`src/rtl/alu_pkg.sv`:
```
// Shared ALU definitions: opcode encodings, default datapath width and a legality helper.
// Latency: n/a (package only).
// Backpressure: n/a (package only).
package alu_pkg;

    localparam int ALU_WIDTH = 32;

    localparam logic [2:0] ALU_AND = 3'b000;
    localparam logic [2:0] ALU_OR  = 3'b001;
    localparam logic [2:0] ALU_ADD = 3'b010;
    localparam logic [2:0] ALU_SUB = 3'b110;

    // True for the four opcodes the ALU core implements; everything else is flagged illegal.
    function automatic logic alu_op_legal(input logic [2:0] op);
        return (op == ALU_AND) || (op == ALU_OR) || (op == ALU_ADD) || (op == ALU_SUB);
    endfunction

endpackage

```
`src/rtl/alu_issue_stage_if.sv`:
```
// Request/response bundle for the ALU issue stage: valid/ready request channel and valid/ready result channel.
// Latency: n/a (wires only).
// Backpressure: in_ready from the stage, out_ready from the consumer.
// Ports: slave = stage view (consumes requests, produces results); master = requester/consumer view.
interface alu_issue_stage_if
    import alu_pkg::*;
#(
    parameter int WIDTH = ALU_WIDTH
);
    logic             in_valid;
    logic             in_ready;
    logic [WIDTH-1:0] in_a;
    logic [WIDTH-1:0] in_b;
    logic [2:0]       in_op;
    logic             out_valid;
    logic             out_ready;
    logic [WIDTH-1:0] out_z;
    logic             out_zero;
    logic             out_illegal;

    modport master (
        output in_valid, in_a, in_b, in_op, out_ready,
        input  in_ready, out_valid, out_z, out_zero, out_illegal
    );

    modport slave (
        input  in_valid, in_a, in_b, in_op, out_ready,
        output in_ready, out_valid, out_z, out_zero, out_illegal
    );
endinterface

```
`src/rtl/alu_core.sv`:
```
// Combinational ALU: AND/OR/ADD/SUB on two operands, with zero and illegal-opcode flags.
// Latency: 0 cycles (purely combinational).
// Backpressure: none; the caller decides when the result is captured.
// Ports: a, b operands; op opcode; z result (0 for illegal ops); zero = (z == 0); illegal = unknown opcode.
module alu_core
    import alu_pkg::*;
#(
    parameter int WIDTH = ALU_WIDTH
) (
    input  logic [WIDTH-1:0] a,
    input  logic [WIDTH-1:0] b,
    input  logic [2:0]       op,
    output logic [WIDTH-1:0] z,
    output logic             zero,
    output logic             illegal
);

    always_comb begin
        z       = '0;
        illegal = 1'b0;
        case (op)
            ALU_AND: z = a & b;
            ALU_OR:  z = a | b;
            ALU_ADD: z = a + b;
            // Two's-complement subtract, wraps modulo 2^WIDTH.
            ALU_SUB: z = a + ~b + WIDTH'(1);
            default: illegal = 1'b1;
        endcase
        zero = (z == '0);
    end

endmodule

```
`src/rtl/alu_issue_stage.sv`:
```
// Issue/retire stage: captures ALU results into a 2-entry FIFO and counts retired results (saturating).
// Latency: result visible on out_* one cycle after accept into an empty buffer; 1 result/cycle sustained.
// Backpressure: in_ready = buffer not full, from registered occupancy only (no out_ready -> in_ready path).
// Ports: clk, rst_n (async active-low); bus (slave modport: in_* request, out_* result);
//        clear_count (sync clear, wins over a retire); done_count (saturating retire count).
module alu_issue_stage
    import alu_pkg::*;
#(
    parameter int WIDTH = ALU_WIDTH,
    parameter int CNT_W = 16
) (
    input  logic             clk,
    input  logic             rst_n,
    alu_issue_stage_if.slave bus,
    input  logic             clear_count,
    output logic [CNT_W-1:0] done_count
);

    localparam logic [CNT_W-1:0] CNT_MAX = {CNT_W{1'b1}};

    logic [WIDTH-1:0] core_z;
    logic             core_zero;
    logic             core_illegal;

    // Payload storage, one slot per buffer entry.
    logic [WIDTH-1:0] z_q [2];
    logic [WIDTH-1:0] z_d [2];
    logic [1:0]       zero_q, zero_d;
    logic [1:0]       ill_q, ill_d;

    logic             head_q, head_d;
    logic             tail_q, tail_d;
    logic [1:0]       occ_q, occ_d;
    logic [CNT_W-1:0] cnt_q, cnt_d;

    logic in_fire;
    logic out_fire;

    alu_core #(.WIDTH(WIDTH)) u_core (
        .a       (bus.in_a),
        .b       (bus.in_b),
        .op      (bus.in_op),
        .z       (core_z),
        .zero    (core_zero),
        .illegal (core_illegal)
    );

    assign bus.in_ready    = (occ_q != 2'd2);
    assign bus.out_valid   = (occ_q != 2'd0);
    // Storage is reset, so the head reads 0 while empty after reset.
    assign bus.out_z       = z_q[head_q];
    assign bus.out_zero    = zero_q[head_q];
    assign bus.out_illegal = ill_q[head_q];
    assign done_count      = cnt_q;

    assign in_fire  = bus.in_valid && bus.in_ready;
    assign out_fire = bus.out_valid && bus.out_ready;

    always_comb begin
        z_d    = z_q;
        zero_d = zero_q;
        ill_d  = ill_q;
        head_d = head_q;
        tail_d = tail_q;
        cnt_d  = cnt_q;

        if (in_fire) begin
            z_d[tail_q]    = core_z;
            zero_d[tail_q] = core_zero;
            ill_d[tail_q]  = core_illegal;
            tail_d         = ~tail_q;
        end
        if (out_fire) begin
            head_d = ~head_q;
        end

        // Simultaneous accept and retire leaves occupancy unchanged.
        occ_d = occ_q + {1'b0, in_fire} - {1'b0, out_fire};

        if (clear_count) begin
            cnt_d = '0;
        end else if (out_fire && (cnt_q != CNT_MAX)) begin
            cnt_d = cnt_q + CNT_W'(1);
        end
    end

    always_ff @(posedge clk or negedge rst_n) begin
        if (!rst_n) begin
            z_q[0] <= '0;
            z_q[1] <= '0;
            zero_q <= '0;
            ill_q  <= '0;
            head_q <= 1'b0;
            tail_q <= 1'b0;
            occ_q  <= 2'd0;
            cnt_q  <= '0;
        end else begin
            z_q    <= z_d;
            zero_q <= zero_d;
            ill_q  <= ill_d;
            head_q <= head_d;
            tail_q <= tail_d;
            occ_q  <= occ_d;
            cnt_q  <= cnt_d;
        end
    end

endmodule

```
`src/flat_wrapper.sv`:
```
// flat-port wrapper written by rule: the top's interface ports become plain ports
module alu_issue_stage_flat import alu_pkg::*;
#(
    parameter int WIDTH = ALU_WIDTH,
    parameter int CNT_W = 16
)
  (clk, rst_n, clear_count, done_count, bus_in_valid, bus_in_a, bus_in_b, bus_in_op, bus_out_ready, bus_in_ready, bus_out_valid, bus_out_z, bus_out_zero, bus_out_illegal);
  alu_issue_stage_if #(.WIDTH(WIDTH)) bus_i ();
  input  logic clk;
  input  logic rst_n;
  input  logic clear_count;
  output logic [CNT_W-1:0] done_count;
  input wire logic [$bits(bus_i.in_valid)-1:0] bus_in_valid;
  input wire logic [$bits(bus_i.in_a)-1:0] bus_in_a;
  input wire logic [$bits(bus_i.in_b)-1:0] bus_in_b;
  input wire logic [$bits(bus_i.in_op)-1:0] bus_in_op;
  input wire logic [$bits(bus_i.out_ready)-1:0] bus_out_ready;
  output wire logic [$bits(bus_i.in_ready)-1:0] bus_in_ready;
  output wire logic [$bits(bus_i.out_valid)-1:0] bus_out_valid;
  output wire logic [$bits(bus_i.out_z)-1:0] bus_out_z;
  output wire logic [$bits(bus_i.out_zero)-1:0] bus_out_zero;
  output wire logic [$bits(bus_i.out_illegal)-1:0] bus_out_illegal;
  assign bus_i.in_valid = bus_in_valid;
  assign bus_i.in_a = bus_in_a;
  assign bus_i.in_b = bus_in_b;
  assign bus_i.in_op = bus_in_op;
  assign bus_i.out_ready = bus_out_ready;
  assign bus_in_ready = bus_i.in_ready;
  assign bus_out_valid = bus_i.out_valid;
  assign bus_out_z = bus_i.out_z;
  assign bus_out_zero = bus_i.out_zero;
  assign bus_out_illegal = bus_i.out_illegal;
  alu_issue_stage #(.WIDTH(WIDTH), .CNT_W(CNT_W)) u_core (.clk(clk), .rst_n(rst_n), .bus(bus_i), .clear_count(clear_count), .done_count(done_count));
endmodule
```
`config.mk`:
```
export PLATFORM = sky130hd
export DESIGN_NAME = alu_issue_stage_flat
export DESIGN_NICKNAME = d
export VERILOG_FILES = /design/src/rtl/alu_pkg.sv /design/src/rtl/alu_issue_stage_if.sv /design/src/rtl/alu_core.sv /design/src/rtl/alu_issue_stage.sv /design/src/flat_wrapper.sv
export SDC_FILE = /design/constraint.sdc
export NUM_CORES = 1
export LEC_CHECK = 0
export BUFFER_PORTS_ARGS = -buffer_cell sky130_fd_sc_hd__buf_2
export CAP_MARGIN = 10
export CORE_ASPECT_RATIO = 1.75
export CORE_MARGIN = 2
export CORE_UTILIZATION = 45
export DETAILED_ROUTE_END_ITERATION = 12
export PLACE_DENSITY = 0.67
export REMOVE_ABC_BUFFERS = 1
export SETUP_SLACK_MARGIN = 0.4
export SYNTH_ARGS = -nofsm -noshare
export SYNTH_HDL_FRONTEND = slang
export SYNTH_SLANG_ARGS = --single-unit
export TNS_END_PERCENT = 5
```
`constraint.sdc`:
```
create_clock -name clk -period 2.4 [get_ports clk]
set_clock_uncertainty 0.15 [all_clocks]
set_input_delay 0.24 -clock clk [delete_from_list [all_inputs] [get_ports clk]]
set_output_delay 0.24 -clock clk [all_outputs]
set_load 0.05 [all_outputs]
```
==> impl_metrics.py <==
metrics = {
    "run_status": {
        "status": "finished, violations left",
        "violations": "negative setup slack",
    },
    "timing": {
        "hold_viol": 0,
        "max_freq_ghz": 0.317,
        "worst_slack_ps": -755,
        "rsz0062_at_grt": "true",
        "min_period_over_period": 1.31,
        "slew_violations": 0,
        "whs_ps": 86.6,
        "period_needed_ps": 3160,
        "slew_headroom": 0.587,
        "worst_pin_slew_ps": 610,
        "setup_viol": 42,
    },
    "detailed_routing": {
        "top_layer": "met4",
        "drt-wirelength-per-cell_um": 18.7,
        "wl_met1_mm": 13.7,
        "num_vias": 11501,
        "drc": 0,
        "routed-wl-met2_mm": 19.6,
        "viasPerCell": 5.77,
        "first_iter_violations": 693,
        "drtAntennaViolNets": 0,
        "firstDrtPassIters": 7,
        "routed_wl_mm": 37.3,
        "wl_met3_mm": 1.55,
    },
    "finish": {
        "nets": 1920,
        "multi_input_area_mm2": 0.00768,
        "drive_gt1_frac": 0.460,
        "final_cells": 1993,
        "antenna_cells": 0,
        "fill_cells": 1616,
        "area_growth_pct": 57.8,
        "final_util": 0.722,
        "layout.area.seq_mm2": 0.00220,
    },
    "logic_synthesis": {
        "yosys.area.top_type": "dfrtp_1",
        "synth-warning-count": 0,
        "avgSynthCellArea_um2": 7.66,
        "yosys-top-cells-area": "dfrtp_1 23%, ha_1 14%, a21oi_1 6.4%, mux2_2 5.2%, nor2_1 5.1%",
        "synth_top_area_share": 0.231,
        "syn_inst": 1245,
        "synth_seq_area_share": 0.231,
        "syn_area_mm2": 0.00954,
        "synth_cell_types": 79,
        "async_flop_share": 1.00,
        "yosys_register_bits": 88,
        "ys.flop_type": "dfrtp_1",
        "synth_edf_count": 0,
    },
    "critical_path": {
        "crit_chain": "buf_8 > buf_4 > ha_4 > inv_2 > fa_2 > nand3b_1 > a21oi_2 > buf_4 > o211ai_1 > and2_1 > buf_4 > and3_1 > or4_1 > nor2_2 > o211a_1 > nand4_1 > o21ai_1",
        "reg2reg_slack_ps": 70,
        "setup.worst_path.class": "input pin to flop",
        "cp_max_fo": 5,
        "cpMostUsedCell": "buf_4",
        "critPathMaxStageDelay_ps": 530,
        "cp_slowest_cell": "or4_1",
        "startpoint_type": "input pin",
        "worst_path_dominant_cell_family": "simple AND/OR/NAND/NOR gates",
        "reg2reg_depth": 10,
        "critPathArrivalTime_ps": 3270,
        "endpoint_kind": "flop",
        "rr_endpoint": "u_core.done_count[5]",
        "crit_buf_inv": 5,
        "r2r_start": "u_core.done_count[3]",
        "cp.required_ps": 2510,
    },
    "pwr": {
        "switching_share": 0.469,
        "clkPwrFrac": 0.142,
        "p_comb_frac": 0.627,
        "ir_drop_mv": 0.477,
        "p_sw_mw": 4.83,
        "cellInternalPower_mw": 5.48,
        "p_leak_nw": 7.26,
        "cellPowerDensity_mw_per_mm2": 685,
        "pwr-share-seq": 0.231,
    },
    "global_routing": {
        "grt_pass1_wl_mm": 56.6,
        "grt_overflow": 0,
        "grt_max_degree": 71,
        "grt_use_total": 0.315,
        "antenna_found_initial": 0,
        "grt_pass1_vias": 11634,
    },
    "die": {
        "die-height_um": 197,
        "dieArea_mm2": 0.0224,
        "ios": 124,
        "die_w_um": 114,
        "core_area_mm2": 0.0208,
        "start_util": 0.457,
        "rows": 70,
    },
    "clocking": {
        "htreeDepth": 3,
        "cts_tree": "yes",
        "clockBufferDepth": 2,
        "insertion_delay_ps": 330,
        "cts_root_buf": "clkbuf_16",
        "path_clk_slew_ps": 60,
        "clock_sinks": 88,
        "cts_buffers": 9,
    },
    "worst_hold_path": {
        "min_to": "u_core.head_q",
        "hold_path.startpoint": "bus_out_ready",
        "hp-class": "input pin to flop",
        "holdPathStages": 3,
    },
    "placed_design": {
        "post-dp-hpwl_mm": 28.7,
        "place.gp.congestion": 1.01,
        "io_buffers": 123,
        "place_inst": 1951,
    },
    "job": {
        "cap_violations": 0,
    },
}
## placed cells by master, fill, tap and decap left out, types with 14 or more instances in the layout
| master | n |
|---|---|
| buf_6 | 31 |
| buf_2 | 115 |
| o211ai_1 | 22 |
| nand3_1 | 22 |
| inv_1 | 88 |
| ha_1 | 87 |
| buf_4 | 396 |
| ha_4 | 14 |
| nand2_1 | 110 |
| a211oi_1 | 19 |
| dfrtp_1 | 88 |
| a21oi_2 | 27 |
| mux2_2 | 42 |
| nor2_1 | 118 |
| a21oi_1 | 92 |
| mux2i_1 | 15 |
| o21ai_0 | 41 |
| nor3_1 | 18 |
| nand4_1 | 21 |
## metal layers
layer | up-vias | GRT usage
met5 | - | 0
met4 | 0 | 0.191
met3 | 164 | 0.0240
met2 | 422 | 0.590
met1 | 5492 | 0.336
li1 | 5423 | -
## tightest hold or removal path, stage by stage
cell     delay, ps
buf_2          110
nand2_4        100
xnor2_1         70
## cell families after synthesis
| logic type | after synthesis | synth area share |
|---|---|---|
| mux | 61 | 0.0698 |
| buf+inv | 178 | 0.0727 |
| fa+ha+maj | 110 | 0.146 |
| simple gates | 432 | 0.216 |
| xor+xnor | 24 | 0.0220 |
| flops | 88 | 0.231 |
| compound gates | 352 | 0.243 |
## sequential cells by signal, summed over array words and instances (netlist names)
signal / cells
u_core.z_q: 64
u_core.occ_q: 2
u_core.zero_q: 2
u_core.done_count: 16
u_core.head_q: 1
u_core.ill_q: 2
u_core.tail_q: 1
## Yosys cell counts (5+ instances only)
cell        n
a211oi_1   21
o21ai_0    54
nor2b_1    14
o22ai_1     7
mux2i_1    17
a31oi_1    12
o21bai_1    5
buf_1       8
a21oi_1   121
o31ai_1    16
dfrtp_1    88
mux2_2     44
nand2b_1    9
and3_1     16
xor2_1      7
or4_1       7
nand4_1    21
a221o_1     6
and2_1     13
nor3_1     26
nor4_1     17
or3_1       8
o311ai_0    5
clkbuf_1   52
a21o_1     11
nor2_1    130
nand2_1   119
buf_2      11
xnor2_1    17
a211o_1     8
o211ai_1   22
ha_1      108
inv_1     101
nand3_1    27
or2_2       6
## cell type report
class	instances	share of cell area
inverter	105	0.0270
clock inverter	4	0.00466
multi-input combinational	979	0.510
sequential	88	0.146
clock buffer	10	0.0159
tap	252	0.0210
timing repair buffer	555	0.275
## through the flow
| step | power (mW) | area (um2) | worst slack, ps | TNS [ps] |
|---|---|---|---|---|
| finish | 10.3 | 15000 | -755 | -15020 |
| global route | 10.9 | 15000 | -872 | -18170 |
| CTS | 10.0 | 14500 | -766 | -12400 |
| detailed placement | 8.28 | 13300 | -1370 | -41040 |
| global placement | 8.16 | 13300 | -1310 | -38630 |
| floorplan | 6.17 | 9240 | -1150 | -43110 |
## worst max path at each step
| stage | from | to | cells after the start |
|---|---|---|---|
| after floorplan | u_core.occ_q[1] | u_core.z_q[38] | 4 |
| after global placement | bus_in_a[0] | u_core.zero_q[1] | 15 |
| after detailed placement | bus_in_a[0] | u_core.zero_q[0] | 15 |
| after CTS | bus_in_a[0] | u_core.zero_q[1] | 16 |
| after global routing | bus_in_a[0] | u_core.zero_q[1] | 17 |
| final | bus_in_a[0] | u_core.zero_q[1] | 17 |
## power by group through the flow
stage	clock network [mW]	logic [mW]	registers, mW
global placement	0	5.82	2.34
finish	1.46	6.47	2.38
detailed placement	0	5.90	2.38
CTS	1.47	6.21	2.36
global route	1.53	6.88	2.44
floorplan	0	3.77	2.40
## timing repair
item	4_1_cts	5_1_grt
pin swaps	91	81
buffers inserted	14	12
hold buffers	1	0
setup endpoints to repair	74	75
resized for setup	178	98
hold endpoints to repair	19	0
cloned	0	1
(Power assumes the default switching activity.)
